### src/rtl/hfnc_pipe.sv
// rtl/hfnc_pipe.sv - pipelined SHA-256/512 round-function unit (Ch/Maj/Parity/ADD3/Sigma)
// Valid/ready on both sides; STAGES slots, each holding valid, data word and opcode.
module hfnc_pipe #(
  parameter int WIDTH  = 32,
  parameter int STAGES = 2
) (
  input  logic             clk,
  input  logic             rst,
  input  logic             in_valid,
  output logic             in_ready,
  input  logic [2:0]       op,
  input  logic [WIDTH-1:0] x,
  input  logic [WIDTH-1:0] y,
  input  logic [WIDTH-1:0] z,
  output logic             out_valid,
  input  logic             out_ready,
  output logic [WIDTH-1:0] result,
  output logic [2:0]       out_op
);

  if (!((WIDTH == 32 || WIDTH == 64) && (STAGES == 1 || STAGES == 2))) begin : gBadParam
    $error("hfnc_pipe: WIDTH must be 32 or 64 and STAGES must be 1 or 2");
  end

  localparam bit W64  = (WIDTH == 64);
  localparam int BS0A = W64 ? 28 : 2;
  localparam int BS0B = W64 ? 34 : 13;
  localparam int BS0C = W64 ? 39 : 22;
  localparam int BS1A = W64 ? 14 : 6;
  localparam int BS1B = W64 ? 18 : 11;
  localparam int BS1C = W64 ? 41 : 25;
  localparam int SS0A = W64 ? 1  : 7;
  localparam int SS0B = W64 ? 8  : 18;
  localparam int SS0C = W64 ? 7  : 3;
  localparam int SS1A = W64 ? 19 : 17;
  localparam int SS1B = W64 ? 61 : 19;
  localparam int SS1C = W64 ? 6  : 10;

  function automatic logic [WIDTH-1:0] rotr(input logic [WIDTH-1:0] v, input int n);
    return (v >> n) | (v << (WIDTH - n));
  endfunction

  logic [WIDTH-1:0] csSum, csCarry, logicRes, s0In;
  logic [WIDTH-1:0] s0Data, s0Carry;
  logic [2:0]       s0Op;
  logic             s0Valid, s0Adv, accept;

  // ADD3 is split into a carry-save pair so the full adder sits in the stage after slot 0.
  always_comb begin
    csSum    = x ^ y ^ z;
    csCarry  = ((x & y) | (x & z) | (y & z)) << 1;
    logicRes = csSum;
    case (op)
      3'd0: logicRes = (x & y) ^ (~x & z);
      3'd1: logicRes = (x & y) ^ (x & z) ^ (y & z);
      3'd2: logicRes = csSum;
      3'd3: logicRes = csSum;
      3'd4: logicRes = rotr(x, BS0A) ^ rotr(x, BS0B) ^ rotr(x, BS0C);
      3'd5: logicRes = rotr(x, BS1A) ^ rotr(x, BS1B) ^ rotr(x, BS1C);
      3'd6: logicRes = rotr(x, SS0A) ^ rotr(x, SS0B) ^ (x >> SS0C);
      3'd7: logicRes = rotr(x, SS1A) ^ rotr(x, SS1B) ^ (x >> SS1C);
      default: logicRes = csSum;
    endcase
    s0In = (STAGES == 1 && op == 3'd3) ? csSum + csCarry : logicRes;
  end

  assign in_ready = !s0Valid || s0Adv;
  assign accept   = in_valid && in_ready;

  always_ff @(posedge clk or posedge rst) begin
    if (rst) begin
      s0Valid <= 1'b0;
      s0Data  <= '0;
      s0Carry <= '0;
      s0Op    <= 3'd0;
    end else if (accept) begin
      s0Valid <= 1'b1;
      s0Data  <= s0In;
      s0Carry <= csCarry;
      s0Op    <= op;
    end else if (s0Adv) begin
      s0Valid <= 1'b0;
    end
  end

  if (STAGES == 1) begin : gOne
    assign s0Adv     = s0Valid && out_ready;
    assign out_valid = s0Valid;
    assign result    = s0Data;
    assign out_op    = s0Op;
  end else begin : gTwo
    logic             s1Valid;
    logic [WIDTH-1:0] s1Data;
    logic [2:0]       s1Op;

    assign s0Adv = s0Valid && (!s1Valid || out_ready);

    always_ff @(posedge clk or posedge rst) begin
      if (rst) begin
        s1Valid <= 1'b0;
        s1Data  <= '0;
        s1Op    <= 3'd0;
      end else if (s0Adv) begin
        s1Valid <= 1'b1;
        s1Data  <= (s0Op == 3'd3) ? s0Data + s0Carry : s0Data;
        s1Op    <= s0Op;
      end else if (s1Valid && out_ready) begin
        s1Valid <= 1'b0;
      end
    end

    assign out_valid = s1Valid;
    assign result    = s1Data;
    assign out_op    = s1Op;
  end

endmodule

### config.mk
export PLATFORM = sky130hd
export DESIGN_NAME = hfnc_pipe
export DESIGN_NICKNAME = d
export VERILOG_FILES = /design/src/rtl/hfnc_pipe.sv
export SDC_FILE = /design/constraint.sdc
export NUM_CORES = 1
export LEC_CHECK = 0
export BUFFER_PORTS_ARGS = -buffer_cell sky130_fd_sc_hd__buf_2
export CAP_MARGIN = 40
export CORE_MARGIN = 2
export CORE_UTILIZATION = 55
export CTS_CLUSTER_DIAMETER = 150
export CTS_CLUSTER_SIZE = 20
export DETAILED_ROUTE_END_ITERATION = 8
export PLACE_DENSITY = 0.77
export SETUP_SLACK_MARGIN = 0.1
export SLEW_MARGIN = 20
export SYNTH_ARGS = -nofsm -noshare
export SYNTH_HDL_FRONTEND = slang
export SYNTH_SLANG_ARGS = --single-unit
### constraint.sdc
create_clock -name clk -period 7.4 [get_ports clk]
set_clock_uncertainty 0.05 [all_clocks]
set_input_delay 1.48 -clock clk [delete_from_list [all_inputs] [get_ports clk]]
set_output_delay 1.48 -clock clk [all_outputs]
set_load 0.02 [all_outputs]
==> flow_results.xml <==
<?xml version="1.0" encoding="UTF-8"?>
<metrics>
  <group name="sta">
    <metric name="final_total_negative_setup_slack" unit="ns">0</metric>
    <metric name="worst_slew_margin_rel" unit="%">44.2</metric>
    <metric name="slew_viol_final" unit="">0</metric>
    <metric name="rsz0062_at_grt" unit="">no</metric>
    <metric name="max_slew.worst_pin.slew" unit="ns">0.837</metric>
    <metric name="hold_violations" unit="">0</metric>
    <metric name="max_freq" unit="MHz">243</metric>
    <metric name="timing.final.crit_period" unit="ns">4.12</metric>
    <metric name="timing.final.crit_share" unit="%">55.6</metric>
    <metric name="count_of_final_setup_violators" unit="">0</metric>
  </group>
  <group name="placed_design">
    <metric name="dp_hpwl" unit="mm">23.2</metric>
    <metric name="placement.io_buffers" unit="">139</metric>
    <metric name="placed_area" unit="µm²">10800</metric>
    <metric name="globalplace.congestion" unit="">0.984</metric>
  </group>
  <group name="floorplanning">
    <metric name="initial_utilization" unit="%">56.0</metric>
    <metric name="die_width" unit="µm">139</metric>
    <metric name="fp.dieArea" unit="µm²">19400</metric>
    <metric name="io_pins" unit="">140</metric>
    <metric name="die-height" unit="µm">139</metric>
    <metric name="core_area" unit="µm²">18000</metric>
    <metric name="fp_rows" unit="">49</metric>
  </group>
  <group name="route">
    <metric name="wire_per_inst" unit="µm">22.1</metric>
    <metric name="antenna_violating_nets_post_route" unit="">0</metric>
    <metric name="route.detailed.vias_per_inst" unit="">6.38</metric>
    <metric name="drc_errors" unit="">0</metric>
    <metric name="routed_wirelength" unit="mm">32.0</metric>
    <metric name="drt_pass1_iterations" unit="">5</metric>
    <metric name="via_total_after_detailed_routing" unit="">9232</metric>
    <metric name="detailedRoute.firstIterationViolations" unit="">983</metric>
  </group>
  <group name="worst_hold_path">
    <metric name="hp-class" unit="">reg -&gt; reg</metric>
  </group>
  <group name="grt">
    <metric name="grt_use_met1" unit="%">47.4</metric>
    <metric name="antenna_found_initial" unit="">1</metric>
    <metric name="busiest_layer" unit="">met2</metric>
    <metric name="grt_util_met3" unit="%">6.25</metric>
    <metric name="grt_util_met2" unit="%">49.0</metric>
    <metric name="largest_net_degree_at_the_start_of_global_routing" unit="">77</metric>
    <metric name="first_global_vias" unit="">8760</metric>
    <metric name="grt_first_pass_wirelength" unit="mm">50.0</metric>
    <metric name="gr-total-overflow" unit="">0</metric>
    <metric name="gr-usage-all-layers" unit="%">33.0</metric>
  </group>
  <group name="yosys">
    <metric name="syn-instance-count" unit="">1141</metric>
    <metric name="netlist-cell-type-count" unit="">57</metric>
    <metric name="dominantRegCellSynth" unit="">dfrtp_1</metric>
    <metric name="number_of_enable_type_register_cells_in_the_synthesized_netlist" unit="">0</metric>
    <metric name="register_area_share_after_synthesis" unit="%">25.6</metric>
    <metric name="share_of_flip_flops_with_an_asynchronous_set_or_reset_after_synthesis" unit="%">100</metric>
    <metric name="synth_seq_cells" unit="">103</metric>
    <metric name="netlist_area" unit="µm²">10100</metric>
    <metric name="synth_area_per_cell" unit="µm²">8.81</metric>
    <metric name="ys.warnings.count" unit="">0</metric>
    <metric name="postSynthNetCount" unit="">1307</metric>
  </group>
  <group name="clock_network">
    <metric name="tritoncts" unit="">yes</metric>
    <metric name="clockRootBuffer" unit="">clkbuf_16</metric>
    <metric name="cts_resized" unit="">0</metric>
    <metric name="max-clock-path-buffers" unit="">2</metric>
    <metric name="cts_made_buffers" unit="">9</metric>
    <metric name="cts_sinks" unit="">103</metric>
    <metric name="htreeDepth" unit="">3</metric>
    <metric name="cts_hold_bufs" unit="">0</metric>
    <metric name="worst_setup_hold_path_clk_slew" unit="ns">0.07</metric>
    <metric name="postCtsSetupBuffers" unit="">0</metric>
    <metric name="worst_skew_pair.late_latency" unit="ns">0.36</metric>
  </group>
  <group name="critical_path">
    <metric name="cp_max_fo" unit="">40</metric>
    <metric name="critPathArrivalTime" unit="ns">4.37</metric>
    <metric name="critPathCaptureType" unit="">flop</metric>
    <metric name="critPathLaunchType" unit="">input port</metric>
    <metric name="cp.required" unit="ns">7.65</metric>
    <metric name="worst-setup-path-type" unit="">in -&gt; reg</metric>
  </group>
  <group name="power">
    <metric name="pwr_density_cell" unit="nW/µm²">227</metric>
    <metric name="peakVddDrop" unit="µV">145</metric>
    <metric name="p_leak" unit="nW">5.00</metric>
  </group>
  <group name="final_layout">
    <metric name="area.growth.synth_to_final" unit="%">10.7</metric>
    <metric name="finalNetCount" unit="">1380</metric>
    <metric name="drive_above_1_share" unit="%">17.0</metric>
    <metric name="final_area" unit="µm²">11100</metric>
  </group>
  <group name="run_status">
    <metric name="status" unit="">finished clean</metric>
  </group>
  <group name="run">
    <metric name="max_cap_violations" unit="">0</metric>
  </group>
</metrics>
-- layout by cell type, fill, tap and decap left out, types with 3 or more instances in the layout --
cell	instances
o22ai_1	17
dfrtp_1	103
ha_1	30
a211oi_1	22
mux2_2	29
and3_1	5
nand4_1	3
a21oi_1	79
o21ai_0	59
and2_1	3
o21bai_1	9
nand3_1	4
nand2_1	93
xnor2_1	133
nand2b_1	6
nor3_1	6
a22oi_1	14
buf_2	139
a22o_1	20
nor2b_1	4
or3_1	4
nor2_1	78
clkbuf_16	9
buf_4	11
a21o_1	47
nand3b_1	4
o221ai_1	3
a221oi_1	40
a211o_1	3
a31oi_1	16
mux2i_1	33
o31ai_1	5
o211ai_1	3
xor2_1	99
fa_1	33
inv_1	15
-- cell families (layout without fill, tap and decap cells) --
kind of cell / Yosys count / count (layout) / synth area share (%)
flops: 103 / 103 / 25.6
simple gates: 224 / 224 / 9.79
compound gates: 351 / 351 / 23.6
fa+ha+maj: 63 / 63 / 10.3
xor+xnor: 232 / 232 / 20.2
mux: 62 / 62 / 6.53
buf+inv: 106 / 183 / 3.96
other cells: 0 / 1 / 0
-- layout make-up --
| class | count | area [µm²] |
|---|---|---|
| fill | 1604 | 6830 |
| timing repair buffer | 151 | 806 |
| clock buffer | 9 | 225 |
| tap | 229 | 287 |
| sequential | 103 | 2580 |
| antenna | 1 | 2.50 |
| multi-input combinational | 932 | 7100 |
| clock inverter | 6 | 68.8 |
| inverter | 17 | 66.3 |
-- worst max-delay path, cell delays in order --
cell	delay, ns
buf_2	0.61
and2_1	0.72
buf_4	0.35
nand2_1	0.35
o22ai_1	0.30
a221oi_1	0.10
a221oi_1	0.30
a21o_1	0.11
-- where the power goes --
part / leakage, nW / internal, mW / switching (mW) / total (mW)
sequential: 1.25 / 0.687 / 0.109 / 0.796
combinational: 3.61 / 0.514 / 0.726 / 1.24
clock: 0.142 / 0.263 / 0.228 / 0.491
-- worst paths after layout --
check	cells past startpoint	startpoint	slack (ns)	endpoint
worst max register to register	12	s0Data[1]	4.01	result[31]
min in group asynchronous	2	rst	1.08	result[3]
worst min-delay path	2	out_op[0]	0.42	out_op[0]
worst max-delay path	8	op[0]	3.28	s0Data[18]
max in group asynchronous	4	rst	5.27	s0Carry[20]
worst min register to register	2	out_op[0]	0.42	out_op[0]
-- cell usage after synthesis, drive strengths merged (14+ instances only) --
library cell  instances  area, µm²
o22ai                17        106
nor2                 78        293
nand2                94        353
o21ai                60        300
mux2                 29        327
mux2i                33        330
a22oi                14        105
clkbuf               66        248
a31oi                17        113
xnor2               133       1160
inv                  17       63.8
dfrtp               103       2580
fa                   33        661
ha                   30        375
xor2                 99        867
a211oi               22        165
a21oi                79        395
a221oi               41        377
a22o                 20        175
a21o                 48        362
buf                  23       86.3
-- metrics by stage --
stage	total power, mW	instances	setup WS (ns)	hold slack, ns	utilization, %
6_report	2.53	1448	3.28	0.421	62.0
5_1_grt	2.69	1447	3.14	0.441	61.9
3_3_place_gp	2.00	1430	3.07	0.403	60.1
2_1_floorplan	1.68	1141	3.17	0.389	-
4_1_cts	2.51	1447	3.42	0.429	61.9
3_5_place_dp	2.02	1432	3.04	0.414	60.3
-- per-layer routing --
metal	part of all wire (%)	routed length, µm
met1	43	13800
met2	43	13600
met3	11	3370
met4	3.7	1190
met5	0	0
-- registers in the layout, summed over array words and instances, names as in the netlist --
signal	cells
s0Op	3
s0Data	32
out_op	3
s0Carry	31
out_valid	1
result	32
s0Valid	1
Note: power is estimated with default switching activity, not from simulation.
